<file path="config.mk">
export PLATFORM = sky130hd
export DESIGN_NAME = spi_master_param
export DESIGN_NICKNAME = d
export VERILOG_FILES = /design/src/rtl/spi_master_param.sv
export SDC_FILE = /design/constraint.sdc
export NUM_CORES = 1
export LEC_CHECK = 0
export ABC_CLOCK_PERIOD_IN_PS = 2700
export CAP_MARGIN = 20
export CORE_UTILIZATION = 45
export CTS_BUF_LIST = sky130_fd_sc_hd__clkbuf_8
export CTS_CLUSTER_DIAMETER = 150
export DETAILED_ROUTE_END_ITERATION = 12
export HOLD_SLACK_MARGIN = 0.06
export PLACE_DENSITY_LB_ADDON = 0.1
export RECOVER_POWER = 25
export SLEW_MARGIN = 25
export SYNTH_ARGS = -nofsm -noshare
export SYNTH_HDL_FRONTEND = slang
export SYNTH_SLANG_ARGS = --single-unit
</file>
<file path="constraint.sdc">
create_clock -name clk -period 2.7 [get_ports clk]
set_input_delay 0.27 -clock clk [delete_from_list [all_inputs] [get_ports clk]]
set_output_delay 0.27 -clock clk [all_outputs]
set_load 0.01 [all_outputs]
</file>
<file path="src/rtl/spi_master_param.sv">
// SPI master with DATA_W-bit words, CLK_DIV clk cycles per SCLK half-period, run-time CPOL/CPHA and NUM_SS chip selects.
// Optional: define SPI_LSB_FIRST_EN to add the lsb_first input (LSB-first transmit and receive).
module spi_master_param #(
  parameter int DATA_W  = 8,
  parameter int CLK_DIV = 50,
  parameter int NUM_SS  = 1,
  parameter int SS_W    = (NUM_SS > 1) ? $clog2(NUM_SS) : 1
) (
  input  logic              clk,
  input  logic              reset,
  input  logic              start,
  input  logic              cpol,
  input  logic              cpha,
  input  logic [SS_W-1:0]   ss_sel,
  input  logic [DATA_W-1:0] tx_data,
`ifdef SPI_LSB_FIRST_EN
  input  logic              lsb_first,
`endif
  output logic [DATA_W-1:0] rx_data,
  output logic              tx_ready,
  output logic              busy,
  output logic              done,
  output logic              sclk,
  output logic              mosi,
  input  logic              miso,
  output logic [NUM_SS-1:0] ss_n
);

  typedef enum logic [1:0] {IDLE, SETUP, XFER, HOLD} state_t;

  localparam int HP_W  = $clog2(CLK_DIV);
  localparam int BIT_W = $clog2(DATA_W);
  localparam logic [HP_W-1:0]  HP_LAST  = HP_W'(CLK_DIV - 1);
  localparam logic [BIT_W-1:0] BIT_LAST = BIT_W'(DATA_W - 1);

  state_t            state, state_next;
  logic [HP_W-1:0]   hp_cnt;
  logic [BIT_W-1:0]  bit_cnt;
  logic [DATA_W-1:0] tx_shift, rx_shift, tx_shifted, rx_captured;
  logic              cpol_q, cpha_q, lsb_q;
  logic [NUM_SS-1:0] ss_dec;
  logic              hp_wrap, leading, bit_last;

`ifdef SPI_LSB_FIRST_EN
  always_ff @(posedge clk or posedge reset) begin
    if (reset)                       lsb_q <= 1'b0;
    else if (state == IDLE && start) lsb_q <= lsb_first;
  end
`else
  assign lsb_q = 1'b0;
`endif

  assign hp_wrap  = (hp_cnt == HP_LAST);
  // An edge is leading when SCLK is still at its idle level just before toggling.
  assign leading  = (sclk == cpol_q);
  assign bit_last = (bit_cnt == BIT_LAST);

  assign tx_shifted  = lsb_q ? {1'b0, tx_shift[DATA_W-1:1]} : {tx_shift[DATA_W-2:0], 1'b0};
  assign rx_captured = lsb_q ? {miso, rx_shift[DATA_W-1:1]} : {rx_shift[DATA_W-2:0], miso};

  // Out-of-range ss_sel matches no index, so every select stays high.
  always_comb begin
    for (int i = 0; i < NUM_SS; i++) ss_dec[i] = (int'(ss_sel) != i);
  end

  always_ff @(posedge clk or posedge reset) begin
    if (reset) state <= IDLE;
    else       state <= state_next;
  end

  always_comb begin
    state_next = state;  // NOTE: default assigned first so no path through the case infers a latch.
    unique case (state)
      IDLE:    if (start)   state_next = SETUP;
      SETUP:   if (hp_wrap) state_next = XFER;
      XFER:    if (hp_wrap && !leading && bit_last) state_next = HOLD;
      HOLD:    if (hp_wrap) state_next = IDLE;
      default: state_next = IDLE;
    endcase
  end

  always_comb begin
    tx_ready = (state == IDLE);
    busy     = (state != IDLE);
    mosi     = 1'b0;
    if (state != IDLE) mosi = lsb_q ? tx_shift[0] : tx_shift[DATA_W-1];
  end

  always_ff @(posedge clk or posedge reset) begin
    if (reset) begin
      hp_cnt   <= '0;
      bit_cnt  <= '0;
      tx_shift <= '0;
      rx_shift <= '0;
      rx_data  <= '0;
      cpol_q   <= 1'b0;
      cpha_q   <= 1'b0;
      sclk     <= 1'b0;
      ss_n     <= '1;
      done     <= 1'b0;
    end else begin
      done   <= 1'b0;  // NOTE: non-blocking throughout so every branch reads pre-edge register values.
      hp_cnt <= (state == IDLE || hp_wrap) ? '0 : hp_cnt + 1'b1;
      unique case (state)
        IDLE: begin
          sclk    <= cpol;
          bit_cnt <= '0;
          if (start) begin
            tx_shift <= tx_data;
            rx_shift <= '0;
            cpol_q   <= cpol;
            cpha_q   <= cpha;
            ss_n     <= ss_dec;
          end
        end
        SETUP: sclk <= cpol_q;
        XFER: begin
          if (hp_wrap) begin
            sclk <= ~sclk;
            if (leading) begin
              if (!cpha_q)              rx_shift <= rx_captured;
              else if (bit_cnt != '0)   tx_shift <= tx_shifted;
            end else begin
              bit_cnt <= bit_last ? '0 : bit_cnt + 1'b1;
              if (cpha_q)               rx_shift <= rx_captured;
              else if (!bit_last)       tx_shift <= tx_shifted;
            end
          end
        end
        HOLD: begin
          sclk <= cpol_q;
          if (hp_wrap) begin
            ss_n    <= '1;
            rx_data <= rx_shift;
            done    <= 1'b1;
          end
        end
        default: ;
      endcase
    end
  end

endmodule

</file>
==> run_results.csv, run 1 <==
group,metric,value,unit
global_routing,grt_pass1_vias,1295,
synthesis,synthDistinctLibCells,32,
pwr,cellLeakagePower,1.10,nW
synthesis,yosys-top-cells-area,"dfrtp_1 (50%), mux2_2 (15%), ha_1 (6.4%)",
clocking,cts_inserted_buffers,5,
clocking,clock_sinks,40,
finish,finalNetCount,220,
clocking,clockBufferDepth,2,
synthesis,syn_area,1950,um^2
clocking,htreeDepth,2,
setup_path,crit_arrival,2570,ps
finish,multi_input_area,905,um^2
global_routing,grt_max_degree,41,
setup_path,required,2880,ps
synthesis,synth-edff-count,0,
place,hpwlAfterDp,2630,um
drt,first_pass_iters,4,
timing,finalSetupTns,0,ps
drt,drt_drc_violations_left,0,
setup_path,critical_path_class,"flop to flop",
clocking,cts_resized,0,
job,max_cap_violations,0,
pwr,clockPowerShare,0.218,
run_status,status,"finished clean",
synthesis,ys.flop_type,"dfrtp_1",
synthesis,synth_top_area_frac,0.500,
synthesis,yosysSeqAreaShare,0.513,
timing,drv_slew,0,
drt,num_vias,1313,
finish,finalNonFillerCells,246,
pwr,design_power_total,2.36,mW
pwr,ir_drop,0.451,mV
timing,hold_violations,0,
synthesis,yosysWarnings,0,
drt,drtIter0Drc,54,
synthesis,synth.largest_area_cell,"dfrtp_1",
synthesis,synth_cells,160,
drt,wire_per_inst,14.9,um
drt,routed_wl,3680,um
pwr,p_switching,806,uW
clocking,clkTransAtPathRegs,80,ps
synthesis,avgSynthCellArea,12.2,um^2
floorplanning,core_area,4090,um^2
finish,regArea,1000,um^2
clocking,cts_tree,"built",
synthesis,ys_ff_latch,40,
timing,finalSetupViolCount,0,
clocking,cts_setup_buffers,0,
timing,fin_skew,4.14,ps
timing,tightest_slew,999,ps
finish,fillerInstances,338,
clocking,ctsHoldBuffers,0,
setup_path,crit_fanout,11,
finish,drive_above_1_share,0.204,
finish,design_area,2420,um^2
timing,slew_headroom,0.334,
global_routing,grt_pass1_wl,6230,um
synthesis,async_flop_share,1.00,
floorplanning,die_h,67.9,um
min_path,hp-class,"flop to flop",
floorplanning,ios,29,
finish,diodes,0,
setup_path,cp-start-kind,"flop",
setup_path,cp-end-kind,"flop",
place,postPlaceCellArea,2300,um^2
pwr,switching_share,0.342,
place,gp_routability_congestion,0.772,
synthesis,synth_fp_nets,185,
floorplanning,fp.dieW,67.9,um
global_routing,grt_overflow_total,0,
floorplanning,initial_core_util,0.478,
pwr,power_frac_comb,0.411,
pwr,sequentialPowerShare,0.370,
drt,viasPerCell,5.34,
timing,rsz0062_at_grt,"no",
timing,post-route-period-util,0.888,
clocking,cts_root_buf,"clkbuf_8",
place,place.port_buffers,28,
place,dp.cells,238,
pwr,p_per_area,973,nW/um^2
floorplanning,row_count,23,
timing,finalCriticalPeriod,2400,ps
global_routing,track_usage,0.187,
clocking,clk_latency,290,ps
drt,ant_nets,0,
synthesis,yosysMostFrequentCell,"dfrtp_1",
synthesis,yosys-top-cells-count,"dfrtp_1 (39), mux2_2 (26), nor2_1 (12), ha_1 (10), inv_1 (10)",
floorplanning,die-area,4600,um^2
finish,synthToLayoutAreaGrowth,24.0,%
pwr,p_int,1.55,mW
timing,fmax,417,MHz
global_routing,antenna_found_initial,0,
timing,timing.hold.ws,499,ps
==> flip-flops by register name, summed over array words and instances, names as in the netlist <==
register / count
state: 2
rx_data: 8
done: 1
ss_n: 1
rx_shift: 8
bit_cnt: 3
cpol_q: 1
hp_cnt: 6
tx_shift: 8
sclk: 1
cpha_q: 1
==> logic make-up (layout without fill, tap and decap cells) <==
logic type,count (synthesis),count (layout),synth area share
AO/OA/AOI/OAI,23,23,0.0942
XOR/XNOR,6,6,0.0378
adder cells (fa/ha/maj),10,10,0.0641
buffers and inverters,12,48,0.0231
flip-flops,40,40,0.513
multiplexers,30,30,0.171
AND/OR/NAND/NOR,39,39,0.0968
==> cells in the final DEF (no fill, tap or decap), drive strengths merged, types with 2 or more instances in the layout <==
master and n:
dfrtp 39, clkdlybuf4s50 27, mux2 26, nor2 12, inv 10, ha 10, nand3 8, nand2 8
a22o 7, clkbuf 7, a21oi 4, mux2i 4, nor3 3, nor2b 3, xor2 3, o21a 2
xnor2 2, o21ai 2, o22a 2
==> per-stage QoR <==
step | setup slack (ps) | utilization
after global placement | 512 | 0.563
after floorplan | 565 | -
after CTS | 314 | 0.593
after global routing | 106 | 0.592
after detailed placement | 326 | 0.563
final | 303 | 0.592
==> per-layer routing <==
layer / up-vias / share of wire / global-route usage
met3: 6 / 0.039 / 0.0450
met4: 0 / 0.016 / 0.0703
met2: 29 / 0.48 / 0.290
li1: 636 / - / -
met5: - / 0 / 0
met1: 642 / 0.46 / 0.253
==> cell type report <==
cell class	count	area share
flip-flops and latches	40	0.414
multi-input cells	108	0.374
repair buffers	30	0.121
clock buffers	6	0.0341
well taps	50	0.0258
clock inverters	2	0.0160
inverters	10	0.0155
==> worst max-delay path: stages (launching register included) <==
cell and delay (ps):
dfrtp_1 430, inv_1 120, ha_1 430, mux2i_1 240
o21bai_1 240, a211oi_4 420, mux2_2 400
==> worst paths after layout <==
| path | start | end | slack [ps] | depth (start not counted) |
|---|---|---|---|---|
| worst max-delay path | state[0]$_DFFE_PP0P_ | tx_shift[5]$_DFFE_PP0P_ | 300 | 6 |
| worst min-delay path | hp_cnt[0]$_DFF_PP0_ | hp_cnt[0]$_DFF_PP0_ | 500 | 1 |
| worst max register to register | state[0]$_DFFE_PP0P_ | tx_shift[5]$_DFFE_PP0P_ | 300 | 6 |
| worst min register to register | hp_cnt[0]$_DFF_PP0_ | hp_cnt[0]$_DFF_PP0_ | 500 | 1 |
| max in group asynchronous | reset | tx_shift[7]$_DFFE_PP0P_ | 1370 | 3 |
| min in group asynchronous | reset | hp_cnt[3]$_DFF_PP0_ | 720 | 3 |
==> power groups by stage <==
stage / combinational (mW) / sequential [mW] / clock [mW]
2_1_floorplan: 0.722 / 0.853 / 0
3_3_place_gp: 0.934 / 0.871 / 0
3_5_place_dp: 0.971 / 0.886 / 0
4_1_cts: 0.976 / 0.873 / 0.529
5_1_grt: 1.08 / 0.895 / 0.554
6_report: 0.969 / 0.873 / 0.515
No activity file was read; power rests on OpenSTA's default activity.
==> run 2, diff against run 1 <==
GPL_TIMING_DRIVEN = 0   (was unset)
==> run_results.csv, run 2 (synthesized netlist as in run 1, its figures left out) <==
group,metric,value,unit
run_status,status,"finished clean",
timing,tightest_slew,1350,ps
clocking,cts_resized,0,
drt,drt_drc_violations_left,0,
place,gp_routability_congestion,0.768,
drt,first_pass_iters,4,
setup_path,critical_path_class,"flop to flop",
floorplanning,die-area,4600,um^2
floorplanning,ios,29,
floorplanning,initial_core_util,0.478,
timing,finalSetupTns,0,ps
drt,wire_per_inst,14.9,um
place,dp.cells,239,
finish,finalNetCount,220,
pwr,cellLeakagePower,1.09,nW
drt,viasPerCell,5.38,
drt,routed_wl,3670,um
clocking,cts_root_buf,"clkbuf_8",
timing,drv_slew,0,
job,max_cap_violations,0,
setup_path,reg2reg_depth,6,
setup_path,r2r-end,"tx_shift[6]$_DFFE_PP0P_",
timing,finalSetupViolCount,0,
setup_path,crit_fanout,9,
timing,finalCriticalPeriod,2390,ps
timing,fmax,418,MHz
finish,finalNonFillerCells,246,
timing,hold_violations,0,
setup_path,crit_arrival,2570,ps
global_routing,grt_overflow_total,0,
setup_path,cp-end-kind,"flop",
global_routing,track_usage,0.191,
setup_path,r2r_slack,310,ps
pwr,p_per_area,939,nW/um^2
setup_path,critPathCapture,"tx_shift[6]$_DFFE_PP0P_",
clocking,cts_setup_buffers,0,
setup_path,cp-start-kind,"flop",
clocking,cts_inserted_buffers,5,
setup_path,rr_startpoint,"state[0]$_DFFE_PP0P_",
clocking,clockBufferDepth,2,
finish,mostFrequentLayoutCells,"dfrtp_1 (39), clkdlybuf4s50_1 (27), mux2_2 (26), nor2_1 (12)",
floorplanning,die_h,67.9,um
setup_path,startpoint,"state[0]$_DFFE_PP0P_",
floorplanning,row_count,23,
clocking,clkTransAtPathRegs,90,ps
place,place.port_buffers,28,
clocking,clk_latency,300,ps
finish,synthToLayoutAreaGrowth,23.0,%
floorplanning,core_area,4090,um^2
global_routing,grt_pass1_wl,6320,um
finish,reg.largest.list,"rx_data x8, rx_shift x8, tx_shift x8",
min_path,hp-class,"input port to asynchronous set/reset pin",
timing,rsz0062_at_grt,"no",
timing,slew_headroom,0.103,
finish,drive_above_1_share,0.194,
clocking,clock_sinks,40,
global_routing,grt_pass1_vias,1300,
clocking,ctsHoldBuffers,0,
clocking,cts_tree,"built",
timing,fin_skew,8.83,ps
global_routing,antenna_found_initial,0,
floorplanning,fp.dieW,67.9,um
drt,num_vias,1324,
place,hpwlAfterDp,2680,um
clocking,htreeDepth,2,
drt,drtIter0Drc,83,
global_routing,grt_max_degree,32,
setup_path,required,2880,ps
drt,ant_nets,0,
finish,diodes,0,
finish,final_common_cell,"dfrtp_1",
finish,fillerInstances,353,
timing,post-route-period-util,0.886,
pwr,ir_drop,0.472,mV
==> run 2: cell count changes in the layout (fill, tap and decap cells not counted), sizes merged <==
cell | before | now
buf | 1 | 0
bufinv | 1 | 0
clkinv | 1 | 0
clkinvlp | 0 | 2
dlymetal6s4s | 0 | 1
==> run 2: worst max-delay path, stage by stage (launching register included) <==
cell,delay (ps)
dfrtp_1,430
inv_1,120
ha_1,410
mux2i_1,250
o21bai_1,250
a211oi_4,420
mux2_2,390
==> run 2: per-stage QoR <==
stage               cell area (um^2)  power [mW]  hold slack (ps)  setup WS (ps)  utilization
CTS                             2410        2.28              210            149        0.590
floorplan                       1950        1.58              410            565            -
global route                    2400        2.44              428            114        0.588
global placement                2290        1.80              476            264        0.562
detailed placement              2310        1.84              493            174        0.566
finish                          2400        2.25              372            309        0.588
==> run 2: cell type report <==
class                   count  area (um^2)  share of cell area
plain buffers               1         3.75             0.00156
clock buffers               6         82.6              0.0344
multi-input cells         108          905               0.377
repair buffers             29          293               0.122
clock inverters             2         15.0             0.00625
well taps                  50         62.6              0.0261
flip-flops and latches     40         1000               0.417
inverters                  10         37.5              0.0156
==> run 2: power by group <==
part	switching [mW]	total, mW	leakage [nW]	internal [mW]
logic	0.460	0.954	0.518	0.494
registers	0.125	0.873	0.524	0.748
clock network	0.220	0.427	0.0434	0.207
total	0.805	2.25	1.09	1.45
==> run 2: how the worst min path moves through the flow <==
stage               slack [ps]  depth (start not counted)                       to
finish                     370                          2     state[0]$_DFFE_PP0P_
global route               430                          2      hp_cnt[4]$_DFF_PP0_
CTS                        210                          2         sclk$_DFFE_PP0P_
detailed placement         490                          1   rx_data[0]$_DFFE_PP0P_
global placement           480                          1      hp_cnt[0]$_DFF_PP0_
floorplan                  410                          1  rx_shift[0]$_DFFE_PP0P_
==> run 2: metal layers <==
metal	GRT usage	up-vias	wire [um]	share of wire
met5	0	-	0	0
met4	0.0625	0	24	0.0065
met3	0.0650	2	134	0.037
met2	0.300	23	1790	0.49
met1	0.248	668	1720	0.47
li1	-	631	-	-
